[src/rtl/polyvec_unpack_scheduler_pkg.sv]
// polyvec_unpack_scheduler_pkg: sizing constants and FSM states for the polyvec unpack scheduler
package polyvec_unpack_scheduler_pkg;
    localparam int KYBER_K        = 2;
    localparam int KYBER_N        = 256;
    localparam int CHUNK_SZ       = 128;
    localparam int NCHUNK         = KYBER_K * KYBER_N / 8;
    localparam int CHUNK_PER_POLY = KYBER_N / 8;
    localparam int ADDR_W         = 6;
    localparam int TIMEOUT        = 1023;
    localparam int TMO_W          = $clog2(TIMEOUT + 1);
    localparam int CNT_W          = $clog2(NCHUNK + 1);

    typedef enum logic [2:0] {
        S_IDLE,
        S_LAUNCH,
        S_COLLECT,
        S_DRAIN,
        S_DONE,
        S_ERR
    } state_t;
endpackage

[src/rtl/polyvec_unpack_scheduler_timeout.sv]
// polyvec_unpack_scheduler_timeout: saturating idle-cycle counter with clear/enable and expiry flag
module polyvec_unpack_scheduler_timeout #(
    parameter int W     = 10,
    parameter int LIMIT = 1023
) (
    input  logic clk,
    input  logic resetn,
    input  logic clr,
    input  logic en,
    output logic expired
);
    logic [W-1:0] cnt;

    always_ff @(posedge clk or negedge resetn) begin
        if (!resetn)
            cnt <= '0;
        else if (clr)
            cnt <= '0;
        else if (en && cnt != W'(LIMIT))
            cnt <= cnt + 1'b1;
    end

    assign expired = cnt == W'(LIMIT);
endmodule

[src/rtl/polyvec_unpack_scheduler.sv]
// polyvec_unpack_scheduler: launches the masked unpack unit, counts chunk strobes and writes
// each share pair to the share RAMs, with per-chunk timeout and abort supervision
module polyvec_unpack_scheduler
    import polyvec_unpack_scheduler_pkg::*;
(
    input  logic                clk,
    input  logic                resetn,
    input  logic                start_i,
    input  logic                abort_i,
    output logic                busy_o,
    output logic                done_o,
    output logic                err_o,
    output logic                u_enable_o,
    input  logic                u_out_ready_i,
    input  logic                u_done_i,
    input  logic [CHUNK_SZ-1:0] u_s1_i,
    input  logic [CHUNK_SZ-1:0] u_s2_i,
    output logic                prng_en_o,
    output logic                mem_we_o,
    output logic [ADDR_W-1:0]   mem_addr_o,
    output logic                mem_poly_o,
    output logic [CHUNK_SZ-1:0] mem_s1_o,
    output logic [CHUNK_SZ-1:0] mem_s2_o
);
    state_t           state;
    logic             rdy_q, chunk_evt, in_range, tmo_expired, tmo_clr, tmo_en;
    logic [CNT_W-1:0] chunk_cnt, final_cnt;

    // the unit holds out_ready high between chunks, so only rising edges count
    assign chunk_evt = u_out_ready_i & ~rdy_q;
    assign in_range  = chunk_cnt < CNT_W'(NCHUNK);
    assign final_cnt = chunk_cnt + CNT_W'(chunk_evt & in_range);
    assign tmo_clr   = chunk_evt | (state == S_IDLE) | (state == S_LAUNCH);
    assign tmo_en    = (state == S_COLLECT) | (state == S_DRAIN);

    polyvec_unpack_scheduler_timeout #(.W(TMO_W), .LIMIT(TIMEOUT)) u_tmo (
        .clk     (clk),
        .resetn  (resetn),
        .clr     (tmo_clr),
        .en      (tmo_en),
        .expired (tmo_expired)
    );

    always_ff @(posedge clk or negedge resetn) begin
        if (!resetn) begin
            state      <= S_IDLE;
            rdy_q      <= 1'b0;
            chunk_cnt  <= '0;
            busy_o     <= 1'b0;
            done_o     <= 1'b0;
            err_o      <= 1'b0;
            u_enable_o <= 1'b0;
            prng_en_o  <= 1'b0;
            mem_we_o   <= 1'b0;
            mem_addr_o <= '0;
            mem_poly_o <= 1'b0;
            mem_s1_o   <= '0;
            mem_s2_o   <= '0;
        end else begin
            rdy_q      <= u_out_ready_i;
            u_enable_o <= 1'b0;
            done_o     <= 1'b0;
            mem_we_o   <= 1'b0;
            case (state)
                S_IDLE: if (start_i) begin
                    state      <= S_LAUNCH;
                    busy_o     <= 1'b1;
                    err_o      <= 1'b0;
                    chunk_cnt  <= '0;
                    u_enable_o <= 1'b1;
                    prng_en_o  <= 1'b1;
                end
                S_LAUNCH: state <= S_COLLECT;
                S_COLLECT: if (abort_i) begin
                    // abort beats a coincident done; the unit still has to finish if it has not
                    err_o     <= 1'b1;
                    state     <= u_done_i ? S_ERR : S_DRAIN;
                    prng_en_o <= ~u_done_i;
                end else begin
                    if (chunk_evt && in_range) begin
                        mem_we_o   <= 1'b1;
                        mem_addr_o <= chunk_cnt[ADDR_W-1:0];
                        mem_poly_o <= chunk_cnt >= CNT_W'(CHUNK_PER_POLY);
                        mem_s1_o   <= u_s1_i;
                        mem_s2_o   <= u_s2_i;
                        chunk_cnt  <= chunk_cnt + 1'b1;
                    end else if (chunk_evt) begin
                        err_o <= 1'b1;
                    end
                    if (u_done_i) begin
                        state     <= S_DONE;
                        prng_en_o <= 1'b0;
                        if (final_cnt != CNT_W'(NCHUNK))
                            err_o <= 1'b1;
                    end else if (tmo_expired && !chunk_evt) begin
                        state     <= S_ERR;
                        err_o     <= 1'b1;
                        prng_en_o <= 1'b0;
                    end
                end
                S_DRAIN: if (u_done_i || tmo_expired) begin
                    state     <= S_ERR;
                    err_o     <= 1'b1;
                    prng_en_o <= 1'b0;
                end
                S_DONE, S_ERR: begin
                    done_o <= 1'b1;
                    busy_o <= 1'b0;
                    state  <= S_IDLE;
                end
                default: state <= S_IDLE;
            endcase
        end
    end
endmodule

[config.mk]
export PLATFORM = sky130hd
export DESIGN_NAME = polyvec_unpack_scheduler
export DESIGN_NICKNAME = d
export VERILOG_FILES = /design/src/rtl/polyvec_unpack_scheduler_pkg.sv /design/src/rtl/polyvec_unpack_scheduler_timeout.sv /design/src/rtl/polyvec_unpack_scheduler.sv
export SDC_FILE = /design/constraint.sdc
export NUM_CORES = 1
export LEC_CHECK = 0
export ABC_AREA = 0
export CORE_ASPECT_RATIO = 0.6
export CORE_MARGIN = 5
export CORE_UTILIZATION = 30
export CTS_CLUSTER_SIZE = 10
export DETAILED_ROUTE_END_ITERATION = 10
export SYNTH_ARGS = -nofsm -noshare
export SYNTH_HDL_FRONTEND = slang
export SYNTH_SLANG_ARGS = --single-unit
[constraint.sdc]
create_clock -name clk -period 3.34 [get_ports clk]
set_input_delay 1.002 -clock clk [delete_from_list [all_inputs] [get_ports clk]]
set_output_delay 1.002 -clock clk [all_outputs]
set_load 0.1 [all_outputs]
* Word-level counts from Yosys, hierarchy flattened *
Cells that the tools add are included.
W data, S select, Z words.

storage, ports and cells
  bits in registers = 290
  input port bits = 262

operators by class
  add/sub/neg operators = 3
  $lt $le $gt $ge = 2
  equal/unequal tests = 13
  mux-type cells = 35
  bitwise operators = 8
  reductions and logical operators = 17

operators by type and width
  kind                     count
  $mux W7                  3
  $mux W10                 2
  $mux W1                  19
  $mux W3                  6
  $pmux W7 S2              1
  $pmux W3 S4              1
  $add A10 B1 Y10 const B  1
  $eq A10 B10 Y1 const B   1
  $ne A10 B10 Y1 const B   1
  $reduce_and A3 Y1        3
  $reduce_and A4 Y1        2
  $add A7 B1 Y7            1
  $add A7 B1 Y7 const B    1
  $ge A7 B6 Y1 const B     1
  $lt A7 B7 Y1 const B     1
  $ne A7 B7 Y1 const B     1
  $eq A3 B2 Y1 const B     2
  $eq A3 B3 Y1 const B     2
  $pmux W1 S3              2
  $reduce_bool A2 Y1       3
  $ne A2 B1 Y1 const B     2
  $ne A2 B2 Y1 const B     2
  $ne A4 B3 Y1 const B     1
  $eq A3 B1 Y1 const B     1
  11 further kinds         18

* Longest topological paths before layout *
  depth in word-level cells = 9
  depth in mapped cells = 10
  gate-level depth less buffers = 9

* Cells and area by module *
A second synthesis with hierarchy kept.

second synthesis, totals
  cells, all modules = 710
  area total of the unflattened synthesis = 11344.6 um^2

modules (own cells, without submodules)
  module                            instances  cells each  area each (um^2)  seq. area each (um^2)
  polyvec_unpack_scheduler          1          653         10804.1           7006.7
  polyvec_unpack_scheduler_timeout  1          57          540.5             250.2

* Worst setup path after synthesis *
No wires, ideal clock.

  path kind = in2reg
  from = in u_out_ready_i
  to = reg err_o
  setup time = 0.119 ns
  arrival = 2.269 ns
  slack = 0.952 ns
  stages = 10
  cell sequence = nand2b_4 > buf_6 > nor2_1 > ha_1 > ha_1 > nor3b_1 > a21oi_1 > nor4_1 > a21oi_1 > o21a_1

on the way
  word-level cells in the longest chain between the ends = 8
  elaborated cells between the ends (all ways) = 14
  those cells by class = add/sub: 1; eq/ne: 1; mux: 7; bitwise: 2; reduce/logical: 3

ends and longest elaborated chain
  what                    line                            RTL
  start: declaration      polyvec_unpack_scheduler.sv:14  input logic u_out_ready_i,
  $and A1 B1 Y1 (*)       polyvec_unpack_scheduler.sv:30  assign chunk_evt = u_out_ready_i & ~rdy_q;
  $and A1 B1 Y1           polyvec_unpack_scheduler.sv:32  assign final_cnt = chunk_cnt + CNT_W'(chunk_evt & in_range);
  $add A7 B1 Y7           polyvec_unpack_scheduler.sv:32
  $ne A7 B7 Y1            polyvec_unpack_scheduler.sv:93  if (final_cnt != CNT_W'(NCHUNK))
  $mux W1                 polyvec_unpack_scheduler.sv:93
  $mux W1 (*)             polyvec_unpack_scheduler.sv:90  if (u_done_i) begin
  $mux W1 (*)             polyvec_unpack_scheduler.sv:74  S_COLLECT: if (abort_i) begin
  $pmux W1 S3 (*)         polyvec_unpack_scheduler.sv:64  case (state)
  end signal: assignment  polyvec_unpack_scheduler.sv:68  err_o <= 1'b0;
  end signal: assignment  polyvec_unpack_scheduler.sv:76  err_o <= 1'b1;
  end signal: assignment  polyvec_unpack_scheduler.sv:94  err_o <= 1'b1;
  end: declaration        polyvec_unpack_scheduler.sv:12  output logic err_o,

Mark *: on every way between the ends. The rest lies on a longest branch, timed or not.
A chain may end at the register's enable or synchronous reset.

* Worst setup path after layout *
Same ends and word-level chain as after synthesis.

==> results.yml <==
run_status:
  status: "completed"
synthesis:
  synth_top_area_frac: 0.639
  synth_edf_count: 0
  synth_ff_type: "dfrtp_1"
  synthesis.area_sq_um: 11400
  syn_inst: 1264
  ys_types: 52
  async_reset_ff_frac: 1.00
  syn_area_per_cell_sq_um: 8.99
  synth_area_leaders: "dfrtp_1 (64%), nand2_1 (26%), buf_2 (1.5%), xnor2_1 (0.77%), nor2_1 (0.73%)"
  yosysWarnings: 0
  syn-num-nets: 1530
  ys_ff_latch: 290
  synth-seq-area-share: 0.639
  synth_top_cell_by_area: "dfrtp_1"
critical_path:
  worstSetupPathType: "in -> reg"
  crit_arrival_ns: 2.90
  cp.required_ns: 3.73
  rrSetupSlack_ns: 1.45
  crit_path_start_kind: "primary input"
  ff2ff_path_depth: 7
  regToRegEndpoint: "err_o"
  path_max_fanout: 8
  end_kind: "register"
  crit_start: "u_out_ready_i"
  r2r-start: "rdy_q"
routing:
  wire_per_inst_microns: 17.0
  drc: 0
  viasPerCell: 4.32
  antenna_left: 0
  drtIter0Drc: 636
  routed_wirelength_microns: 39200
  first_pass_iters: 4
  vias: 9965
sta:
  finalSetupTns_ns: 0
  slew-limit-headroom: 0.491
  skew_ns: 0.0115
  setup_viol: 0
  tightest_slew_ns: 0.758
  fin_crit_sh: 0.750
  fin_hold_ws_ns: 0.471
  hold_viol: 0
  fin_crit_ns: 2.51
  drv_slew: 0
  fmax_mhz: 399
  rsz0062_at_grt: "no"
clock_network:
  path_clk_slew_ns: 0.06
  holdBufCountCts: 0
  postCtsSetupRepairBufs: 0
  ctsRootBufferMaster: "clkbuf_16"
  post_cts_resized: 0
  cts_tree: "built"
  clk_latency_ns: 0.51
  clkSinkCount: 290
  htree_levels: 2
  cts_made_buffers: 35
  clockBufferDepth: 3
die:
  core_area_sq_um: 37600
  design.portCount: 531
  dieHeight_microns: 161
  die_w_microns: 261
  die-area_sq_um: 42000
  start_util: 0.302
  rows: 55
finish:
  finalNetCount: 2054
  mostFrequentLayoutCells: "nand2_1 (798), dfrtp_1 (290), buf_4 (279)"
  final_cell_area_sq_um: 17600
  drive_gt1_frac: 0.193
  areaGrowthSynthToFinish_pct: 54.8
  layout_commonest_cell: "nand2_1"
global_routing:
  grt.total_usage: 0.179
  grt_pass1_wl_microns: 59700
  gr-usage-met2: 0.299
  top_usage_layer: "met2"
  grt.met3_usage: 0.0481
  met1_usage: 0.234
  antenna_found_initial: 1
  grt_max_degree: 132
  grt-ovfl-total: 0
  grt_pass1_vias: 10000
hold_path:
  whs_endpoint: "mem_s2_o[43]"
  hold_start: "mem_s2_o[43]"
  hold_depth: 2
  hp-class: "reg -> reg"
placed_design:
  gp_congestion: 0.843
  io_buffers: 530
  placed_cell_area_sq_um: 16600
  dp_hpwl_microns: 29300
run:
  cap_violations: 0
-- logic make-up after synthesis --
| family | Yosys count | share of synthesized area |
|---|---|---|
| AND/OR/NAND/NOR | 858 | 0.298 |
| XOR/XNOR | 12 | 0.00925 |
| buffers and inverters | 71 | 0.0308 |
| multiplexers | 2 | 0.00187 |
| flip-flops | 290 | 0.639 |
| adder cells (fa/ha/maj) | 4 | 0.00440 |
| AO/OA/AOI/OAI | 27 | 0.0172 |
-- routing by layer --
metal / vias up / part of all wire
li1: 4904 / -
met1: 4731 / 0.42
met2: 269 / 0.49
met3: 61 / 0.067
met4: 0 / 0.021
met5: - / 0
-- worst max-delay path, cell delays in order --
cell             delay, ns
clkdlybuf4s50_1       0.46
nand2b_4              0.14
nor2_1                0.09
ha_1                  0.22
ha_1                  0.22
nor3b_1               0.22
a21oi_1               0.07
nor4_1                0.17
a21oi_1               0.10
o21a_1                0.19
-- flip-flops by register name (all words and copies together), names as in the netlist --
register    count
mem_s2_o      128
mem_poly_o      1
rdy_q           1
done_o          1
mem_s1_o      128
busy_o          1
mem_addr_o      6
mem_we_o        1
err_o           1
u_tmo.cnt      10
u_enable_o      1
prng_en_o       1
chunk_cnt       7
state           3
-- layout make-up --
| class | count | area [sq um] |
|---|---|---|
| Clock inverter | 1 | 5.00 |
| Tap cell | 513 | 642 |
| Sequential cell | 290 | 7260 |
| Multi-Input combinational cell | 903 | 3760 |
| Inverter | 8 | 37.5 |
| Clock buffer | 42 | 965 |
| Timing Repair Buffer | 550 | 4910 |
| Antenna cell | 1 | 2.50 |
| Fill cell | 3665 | 20000 |
-- cells in the mapped netlist, types with 2 or more instances --
library cell  number
clkbuf_1          17
buf_6              2
nand2b_1           3
inv_1              6
dfrtp_1          290
xnor2_1           10
nor4_1             2
buf_2             33
buf_4              7
nand3_1            7
nand2_1          798
xor2_1             2
nor3_1             5
nand4_1            3
nor2_1            22
buf_1              3
nor3b_1            2
a211oi_1           3
o21ai_0            6
inv_2              2
a21oi_1            7
ha_1               4
-- through the flow --
stage,utilization,instances,worst slack (ns)
floorplan,-,1264,0.952
finish,0.468,2308,0.835
global placement,0.442,2264,0.259
global route,0.468,2308,0.736
detailed placement,0.442,2264,0.319
CTS,0.468,2307,0.869
-- worst max-delay path by stage --
| stage | slack [ns] | to |
|---|---|---|
| after floorplan | 0.95 | err_o |
| after global placement | 0.26 | err_o |
| after detailed placement | 0.32 | err_o |
| after CTS | 0.87 | err_o |
| after global routing | 0.74 | err_o |
| final | 0.83 | err_o |
Power is left out: the tool's default activity adds up to more than one toggle a clock period on the data nets, which glitch-free logic cannot reach.
